$ cat config.mk
export PLATFORM = sky130hd
export DESIGN_NAME = alu24_issue
export DESIGN_NICKNAME = d
export VERILOG_FILES = /design/src/rtl/alu24_issue.sv
export SDC_FILE = /design/constraint.sdc
export NUM_CORES = 1
export LEC_CHECK = 0
export ABC_AREA = 1
export ABC_CLOCK_PERIOD_IN_PS = 5250
export CELL_PAD_IN_SITES_DETAIL_PLACEMENT = 0
export CELL_PAD_IN_SITES_GLOBAL_PLACEMENT = 2
export CORE_ASPECT_RATIO = 0.8
export CORE_MARGIN = 5
export CORE_UTILIZATION = 38
export DETAILED_ROUTE_END_ITERATION = 10
export PLACE_DENSITY = 0.89
export SYNTH_ARGS = -nofsm -noshare
export SYNTH_HDL_FRONTEND = slang
export SYNTH_SLANG_ARGS = --single-unit
$ cat constraint.sdc
create_clock -name clk -period 5.25 [get_ports clk]
set_clock_uncertainty 0.2 [all_clocks]
set_input_delay 1.575 -clock clk [delete_from_list [all_inputs] [get_ports clk]]
set_output_delay 1.575 -clock clk [all_outputs]
set_load 0.02 [all_outputs]
$ cat src/rtl/alu24_issue.sv
// rtl/alu24_issue.sv - issue/writeback sequencer driving a combinational 24-bit ALU
module alu24_issue #(
    parameter int DATA_W = 24,
    parameter int REG_N  = 16
) (
    input  logic                      clk,
    input  logic                      rst,
    input  logic                      in_valid,
    output logic                      in_ready,
    input  logic [2:0]                in_aluop,
    input  logic [$clog2(REG_N)-1:0]  in_rs,
    input  logic [$clog2(REG_N)-1:0]  in_rt,
    input  logic [$clog2(REG_N)-1:0]  in_rd,
    input  logic [DATA_W-1:0]         in_imm,
    input  logic                      in_use_imm,
    input  logic                      in_reg_write,
    input  logic                      in_is_beq,
    output logic [DATA_W-1:0]         alu_a,
    output logic [DATA_W-1:0]         alu_b,
    output logic [2:0]                alu_op,
    input  logic [DATA_W-1:0]         alu_y,
    input  logic                      alu_z,
    output logic                      wb_valid,
    output logic [$clog2(REG_N)-1:0]  wb_rd,
    output logic [DATA_W-1:0]         wb_data,
    output logic                      br_taken,
    input  logic [$clog2(REG_N)-1:0]  dbg_addr,
    output logic [DATA_W-1:0]         dbg_data
);
    localparam int AW = $clog2(REG_N);

    typedef enum logic [1:0] {
        S_IDLE = 2'd0,
        S_EXEC = 2'd1,
        S_WB   = 2'd2
    } state_t;

    state_t              state_q, state_d;
    logic [DATA_W-1:0]   rf_q [REG_N];
    logic [DATA_W-1:0]   alu_a_q, alu_b_q, wb_data_q;
    logic [2:0]          alu_op_q;
    logic [AW-1:0]       rd_q;
    logic                reg_write_q, is_beq_q, z_q;
    logic                accept;
    logic [DATA_W-1:0]   rs_val, rt_val;

    // r0 is hardwired to zero on every read port.
    assign rs_val   = (in_rs == '0)    ? '0 : rf_q[in_rs];
    assign rt_val   = (in_rt == '0)    ? '0 : rf_q[in_rt];
    assign dbg_data = (dbg_addr == '0) ? '0 : rf_q[dbg_addr];

    assign accept = (state_q == S_IDLE) && in_valid;

    always_ff @(posedge clk) begin
        if (rst) begin
            state_q <= S_IDLE;
        end else begin
            state_q <= state_d;
        end
    end

    always_comb begin
        state_d = state_q;
        case (state_q)
            S_IDLE:  if (in_valid) state_d = S_EXEC;
            S_EXEC:  state_d = S_WB;
            S_WB:    state_d = S_IDLE;
            default: state_d = S_IDLE;
        endcase
    end

    always_comb begin
        in_ready = 1'b0;
        wb_valid = 1'b0;
        br_taken = 1'b0;
        case (state_q)
            S_IDLE:  in_ready = !rst;
            S_WB: begin
                wb_valid = 1'b1;
                br_taken = is_beq_q && z_q;
            end
            default: ;
        endcase
    end

    always_ff @(posedge clk) begin
        if (rst) begin
            alu_a_q     <= '0;
            alu_b_q     <= '0;
            alu_op_q    <= 3'b000;
            rd_q        <= '0;
            reg_write_q <= 1'b0;
            is_beq_q    <= 1'b0;
            wb_data_q   <= '0;
            z_q         <= 1'b0;
            for (int i = 0; i < REG_N; i++) begin
                rf_q[i] <= '0;
            end
        end else begin
            if (accept) begin
                alu_a_q     <= rs_val;
                rd_q        <= in_rd;
                is_beq_q    <= in_is_beq;
                // A branch never writes back, whatever the decoder says.
                reg_write_q <= in_reg_write && !in_is_beq;
                if (in_is_beq) begin
                    // Add the negated rt so the ALU zero flag reports rs == rt.
                    alu_op_q <= 3'b000;
                    alu_b_q  <= ~rt_val + DATA_W'(1);
                end else begin
                    alu_op_q <= in_aluop;
                    alu_b_q  <= in_use_imm ? in_imm : rt_val;
                end
            end
            if (state_q == S_EXEC) begin
                wb_data_q <= alu_y;
                z_q       <= alu_z;
            end
            if ((state_q == S_WB) && reg_write_q && (rd_q != '0)) begin
                rf_q[rd_q] <= wb_data_q;
            end
        end
    end

    assign alu_a   = alu_a_q;
    assign alu_b   = alu_b_q;
    assign alu_op  = alu_op_q;
    assign wb_rd   = rd_q;
    assign wb_data = wb_data_q;

endmodule

==> results.py, run 1 <==
metrics = {
    "power_and_ir_drop": {
        "sw_frac_of_total_pct": 29.9,
        "p_int_w": 0.00706,
        "pwr-share-comb_pct": 18.5,
        "clock_share_of_power_pct": 39.4,
        "p_leak_nw": 13.1,
        "switching_power_w": 0.00302,
        "share_seq_of_total_power_pct": 42.2,
        "power.density_cell_area_nw_per_um2": 301,
        "irDropWorstVdd_mv": 0.254,
    },
    "setup_path": {
        "r2r_setup_slack_ns": 2.13,
        "rr_endpoint": "rf_q[7][11]",
        "reg2regPathDepth": 9,
        "worstSetupStartpointType": "input pin",
        "critPathKind": "in -> out",
        "worst_setup_path_end_kind": "output port",
        "wp_data_arrival_ns": 3.50,
        "crit_path_max_fanout": 10,
        "reg2reg_launch_point": "state_q[1]",
        "cp.required_ns": 3.48,
    },
    "final_layout": {
        "antennaDiodeCount": 0,
        "stdcell_count": 4975,
        "design.final.nets": 4006,
        "layout.cells.most_common": "sky130_fd_sc_hd__nand2_1",
        "layout.cell_area.non_filler_sq_um": 33500,
        "area_growth_syn_to_layout_pct": 17.9,
        "fill_cells": 7442,
        "most_used_cells_in_the_layout_excluding_fill_and_tap_cells": "sky130_fd_sc_hd__nand2_1 (632), sky130_fd_sc_hd__a21oi_1 (507), sky130_fd_sc_hd__nor2_1 (498)",
        "layout.core_utilization_pct": 45.3,
        "drive_above_1_share_pct": 8.33,
    },
    "synthesis": {
        "synth.ff_latch_count": 468,
        "area_share_of_the_leading_cell_type_in_the_synthesized_netlist_pct": 40.6,
        "synth_sequential_area_ratio_pct": 46.6,
        "synthTopCellsByArea": "sky130_fd_sc_hd__edfxtp_1 (41%), sky130_fd_sc_hd__a21oi_1 (8.9%), sky130_fd_sc_hd__o21ai_0 (8.7%), sky130_fd_sc_hd__nand2_1 (8.4%), sky130_fd_sc_hd__nor2_1 (6.6%)",
        "synth-warning-count": 0,
        "syn-cell-area_sq_um": 28400,
        "synth_area_leader_cell": "sky130_fd_sc_hd__edfxtp_1",
        "synthesis.instances": 3830,
        "syn_area_per_cell_sq_um": 7.41,
        "synth_cell_type_count": 45,
    },
    "global_routing": {
        "antenna_found_initial": 1,
        "first_global_vias": 25900,
        "largest_net_degree_at_the_start_of_global_routing": 90,
        "grt_overflow_total": 0,
        "first_pass_grt_wire_length_um": 182000,
        "grt_usage_pct": 30.7,
    },
    "route": {
        "avgViaCountPerCell": 5.70,
        "drc_errors": 0,
        "wl_um": 128000,
        "drt_iter0_markers": 3226,
        "via_count": 28400,
        "avgRoutedWirePerCell_um": 25.7,
        "remaining_number_of_nets_flagged_by_the_antenna_check_after_routing": 0,
        "first_pass_iters": 6,
    },
    "floorplan": {
        "row_count": 89,
        "die_area_sq_um": 80300,
        "chipHeight_um": 254,
        "die_width_um": 315,
        "floorplan.io_pins": 180,
        "start_util_pct": 38.4,
        "core_area_sq_um": 73800,
    },
    "placement": {
        "port-buffer-count": 179,
        "post-dp-hpwl_um": 81100,
        "detailed_place.area_sq_um": 31600,
        "placed_cells": 4877,
        "gp_congestion": 0.892,
    },
    "clock_tree": {
        "cts-buffers-inserted": 52,
        "cts_tree": "built",
        "worst_skew_pair.late_latency_ns": 0.64,
        "cts_max_path_buffers": 3,
        "cts.reportedPaths.clkPinSlew_ns": 0.06,
        "htree_num_levels": 2,
        "clock-root-buffer": "sky130_fd_sc_hd__clkbuf_16",
        "postCtsHoldBufs": 0,
        "numClockSinks": 468,
    },
    "timing": {
        "timing.slew.headroom_pct": 34.4,
        "timing.final.setup_violations": 2,
        "fin_crit_sh_pct": 100,
        "timing_worst_slew_pin_value_ns": 0.982,
        "drv_slew": 0,
        "max_clock_freq_mhz": 190,
        "final_count_of_hold_timing_violations": 0,
        "finalWorstPathRequiredPeriod_ns": 5.27,
        "final_critical_path_setup_slack_ns": -0.0226,
        "grt_setup_unrepaired": "yes",
        "worst_hold_slack_ns": 0.262,
    },
    "outcome": {
        "outcome": "complete, but fails checks",
        "failed_checks": "setup timing",
    },
    "hold_path": {
        "worst_hold_path_stage_count": 2,
        "min-delay-path-class": "reg -> reg",
        "hold_path.startpoint": "alu_a[5]",
        "worstHoldEndpoint": "alu_a[5]",
    },
    "flow_run": {
        "max_cap_violations": 0,
    },
}
-- per-layer routing --
metal / vias up / GRT usage, % / share of wire [%]
met4: 0 / 14.2 / 5.3
met1: 13400 / 41.9 / 41
met2: 1502 / 47.3 / 44
li1: 13100 / - / -
met5: - / 0 / 0
met3: 317 / 6.08 / 9.9
-- cells by family after synthesis --
group	Yosys count	synth area share (%)
buffers and inverters	698	10.1
adder cells (fa/ha/maj)	1	0.0441
AO/OA/AOI/OAI	1111	20.6
AND/OR/NAND/NOR	1550	22.7
XOR/XNOR	1	0.0309
flip-flops	468	46.6
other	1	0.0132
-- area by class of cell --
cell class	count	area (sq um)	area share, %
Inverter	379	1430	4.28
Multi-Input combinational cell	2687	12500	37.3
Clock inverter	22	290	0.868
Timing Repair Buffer	343	3300	9.85
Clock buffer	75	1500	4.49
Sequential cell	468	13200	39.5
Tap cell	1001	1250	3.74
-- synthesized netlist by cell type (all sizes together) --
master   count
o211ai      36
dfxtp       84
or2          9
a211oi       2
conb         1
a21oi      507
nor2       509
a31o        14
nand4        2
clkbuf     230
buf         89
inv        379
a311o        6
o221ai       1
a32o         1
a22oi        1
nand3      378
xnor2        1
a31oi       32
o211a        3
and3         1
o2111ai      2
o21bai       5
nor4         1
nor3         5
ha           1
o21ai      498
nand2      645
o31ai        3
edfxtp     384
-- power by group through the flow --
stage	clock, W	combinational, W	sequential (W)
2_1_floorplan	0	0.000968	0.00436
3_3_place_gp	0	0.00183	0.00432
3_5_place_dp	0	0.00183	0.00433
4_1_cts	0.00399	0.00183	0.00425
5_1_grt	0.00416	0.00198	0.00427
6_report	0.00397	0.00186	0.00425
-- sequential cells by signal, indices dropped and copies added, names as in the netlist --
| register | cells |
|---|---|
| is_beq_q | 1 |
| alu_b | 24 |
| z_q | 1 |
| alu_op | 3 |
| state_q | 2 |
| wb_data | 24 |
| alu_a | 24 |
| rf_q | 384 |
| reg_write_q | 1 |
| wb_rd | 4 |
-- worst max-delay path by stage --
stage           startpoint      endpoint  cells after the start
5_1_grt        dbg_addr[2]   dbg_data[1]                      9
6_report       dbg_addr[2]   dbg_data[1]                      9
3_3_place_gp   dbg_addr[2]  dbg_data[23]                      9
2_1_floorplan  dbg_addr[1]   dbg_data[0]                      7
3_5_place_dp   dbg_addr[2]  dbg_data[23]                      9
4_1_cts        dbg_addr[2]  dbg_data[23]                      9
-- critical path, stage by stage --
cell and delay, ns:
sky130_fd_sc_hd__clkdlybuf4s50_1 0.40, sky130_fd_sc_hd__buf_4 0.17, sky130_fd_sc_hd__inv_2 0.20, sky130_fd_sc_hd__buf_4 0.24
sky130_fd_sc_hd__nand3_1 0.09, sky130_fd_sc_hd__o211ai_1 0.17, sky130_fd_sc_hd__a31oi_2 0.18, sky130_fd_sc_hd__buf_4 0.16
sky130_fd_sc_hd__dlygate4sd2_1 0.31
-- what timing repair did --
| item | CTS | global route |
|---|---|---|
| endpoints found under the setup margin | 18 | 9 |
| resized for setup | 27 | 8 |
| pin swaps | 0 | 0 |
| buffers inserted | 0 | 1 |
-- through the flow --
stage	setup slack (ns)	TNS, ns	total power [W]
final	-0.0226	-0.0287	0.0101
after global routing	-0.0641	-0.198	0.0104
after CTS	-0.0173	-0.0173	0.0101
after detailed placement	-0.491	-3.59	0.00616
after global placement	-0.489	-3.48	0.00616
after floorplan	0.361	0	0.00533
Power figures use the tool's default switching activity.
==> inputs of run 2 (changes only) <==
- ABC_CLOCK_PERIOD_IN_PS: 5250 -> 5000
- CORE_UTILIZATION: 38 -> 35
- PLACE_DENSITY: 0.89 -> 0.83
- SKIP_LAST_GASP: default -> 1
- clock period: 5.25 -> 5 ns (I/O delays scaled with it)
==> run 2 against run 1 <==
Compared with the run above: the run now ends clean; first-iteration DRC count rose by 6.8%; critical path depth fell by 1; non-clock buffer count fell by 2; die area rose by 8.3%; hold slack improved by 0.0010 ns; via count fell by 0.44%; sequential power rose by 4.9%; design area rose by 0.20%; critical path type unchanged; largest cell class unchanged.
==> results.py, run 2 (synthesized netlist as in run 1, its figures left out) <==
metrics = {
    "final_layout": {
        "top_register_by_number_of_flip_flops": "rf_q",
        "antennaDiodeCount": 0,
        "drive_above_1_share_pct": 8.31,
        "design.final.nets": 4004,
        "layout.core_utilization_pct": 41.7,
        "layout.cells.most_common": "sky130_fd_sc_hd__nand2_1",
        "most_used_cells_in_the_layout_excluding_fill_and_tap_cells": "sky130_fd_sc_hd__nand2_1 (631), sky130_fd_sc_hd__a21oi_1 (507), sky130_fd_sc_hd__nor2_1 (498)",
        "area_growth_syn_to_layout_pct": 18.2,
        "stdcell_count": 5062,
        "largest_register_ff_count": 384,
    },
    "timing": {
        "grt_setup_unrepaired": "yes",
        "worst_hold_slack_ns": 0.263,
        "fin_crit_sh_pct": 99.5,
        "drv_slew": 0,
        "final_critical_path_setup_slack_ns": 0.0273,
        "final_count_of_hold_timing_violations": 0,
        "timing.final.setup_violations": 0,
        "timing_worst_slew_pin_value_ns": 1.01,
        "setup_tns_ns": 0,
        "finalWorstPathRequiredPeriod_ns": 4.97,
        "timing.slew.headroom_pct": 32.6,
        "max_clock_freq_mhz": 201,
    },
    "setup_path": {
        "worstSetupStartpointType": "input pin",
        "r2r_setup_slack_ns": 1.97,
        "reg2reg_launch_point": "state_q[1]",
        "cpMostUsedCell": "sky130_fd_sc_hd__buf_4",
        "worst_setup_path_end_kind": "output port",
        "wp_data_arrival_ns": 3.27,
        "crit_path_max_fanout": 21,
        "crit_path_cells": "buf_6, buf_12, buf_4, nor4_4, buf_4, a31oi_1, buf_4, clkdlybuf4s50_1",
        "rr_endpoint": "rf_q[14][15]",
        "critPathKind": "in -> out",
        "reg2regPathDepth": 10,
        "cp.required_ns": 3.30,
        "crit_path_top_delay_cell": "sky130_fd_sc_hd__clkdlybuf4s50_1",
        "critical_path.max_stage_delay_ns": 0.53,
        "critPathBufInv": 6,
        "critPathTopFamily": "buffers and inverters",
    },
    "global_routing": {
        "antenna_found_initial": 2,
        "first_global_vias": 25800,
        "grt_overflow_total": 0,
        "grt_usage_pct": 28.9,
        "first_pass_grt_wire_length_um": 185000,
        "largest_net_degree_at_the_start_of_global_routing": 77,
    },
    "route": {
        "drt_iter0_markers": 3444,
        "avgViaCountPerCell": 5.58,
        "avgRoutedWirePerCell_um": 25.9,
        "remaining_number_of_nets_flagged_by_the_antenna_check_after_routing": 0,
        "drc_errors": 0,
        "first_pass_iters": 5,
        "wl_um": 131000,
        "via_count": 28200,
    },
    "power_and_ir_drop": {
        "pwr-share-comb_pct": 18.8,
        "clock_share_of_power_pct": 38.2,
        "share_seq_of_total_power_pct": 43.0,
        "p_int_w": 0.00723,
        "sw_frac_of_total_pct": 30.4,
        "power.density_cell_area_nw_per_um2": 310,
        "irDropWorstVdd_mv": 0.284,
        "p_leak_nw": 13.2,
        "switching_power_w": 0.00316,
    },
    "placement": {
        "post-dp-hpwl_um": 82600,
        "gp_congestion": 0.880,
        "port-buffer-count": 179,
        "dp_slack_ns": -0.154,
        "placed_cells": 4966,
    },
    "clock_tree": {
        "cts.reportedPaths.clkPinSlew_ns": 0.06,
        "clock-root-buffer": "sky130_fd_sc_hd__clkbuf_16",
        "cts-buffers-inserted": 52,
        "cts_max_path_buffers": 3,
        "worst_skew_pair.late_latency_ns": 0.63,
        "htree_num_levels": 2,
        "numClockSinks": 468,
        "cts_tree": "built",
        "postCtsHoldBufs": 0,
    },
    "floorplan": {
        "chipHeight_um": 265,
        "row_count": 93,
        "die_width_um": 328,
        "core_area_sq_um": 80400,
        "start_util_pct": 35.3,
        "floorplan.io_pins": 180,
        "die_area_sq_um": 86900,
    },
    "flow_run": {
        "max_cap_violations": 0,
    },
    "hold_path": {
        "worstHoldEndpoint": "alu_a[9]",
        "worst_hold_path_stage_count": 2,
        "hold_path.startpoint": "alu_a[9]",
        "min-delay-path-class": "reg -> reg",
    },
    "outcome": {
        "outcome": "finished clean",
    },
}
[run 2: how the worst max path moves through the flow]
stage / startpoint / slack, ns / end / cells after the start
2_1_floorplan: dbg_addr[1] / 0.26 / dbg_data[0] / 7
3_3_place_gp: dbg_addr[1] / -0.13 / dbg_data[11] / 9
3_5_place_dp: dbg_addr[1] / -0.15 / dbg_data[8] / 9
4_1_cts: dbg_addr[1] / -0.05 / dbg_data[8] / 9
5_1_grt: dbg_addr[1] / -0.12 / dbg_data[0] / 8
6_report: dbg_addr[0] / 0.03 / dbg_data[0] / 8
[run 2: power groups by stage]
stage | clock network [W] | registers (W) | logic [W]
global route | 0.00417 | 0.00448 | 0.00209
detailed placement | 0 | 0.00455 | 0.00194
CTS | 0.00400 | 0.00446 | 0.00194
floorplan | 0 | 0.00458 | 0.00102
finish | 0.00397 | 0.00446 | 0.00196
global placement | 0 | 0.00454 | 0.00193
[run 2: per-stage QoR]
step / cell area (sq um) / total power (W)
6_report: 33500 / 0.0104
2_1_floorplan: 28500 / 0.00560
3_3_place_gp: 31800 / 0.00648
4_1_cts: 33500 / 0.0104
3_5_place_dp: 31800 / 0.00648
5_1_grt: 33500 / 0.0107
[run 2: worst min-delay path: stages, from the launching register on]
cell,delay (ns)
sky130_fd_sc_hd__dfxtp_1,0.31
sky130_fd_sc_hd__nand2_1,0.06
sky130_fd_sc_hd__a21oi_1,0.05
[run 2: metal layers]
metal  wire length [um]  GRT usage [%]
met1              56300           40.6
met2              56800           44.6
met3              11600           4.78
met4               6100           11.5
met5                 13              0
[run 2: final cells by class]
class                      instances  area (sq um)
clock inverter                    29           241
sequential                       468         13200
multi-input combinational       2687         12500
clock buffer                      66          1450
timing repair buffer             341          3360
inverter                         379          1440
fill                            8265         46900
tap                             1092          1370
[run 2: timing repair]
item                                    4_1_cts  5_1_grt
endpoints found under the setup margin       10       10
setup buffers                                 1        0
gates resized for setup                       8        9
pin swaps                                     0        0
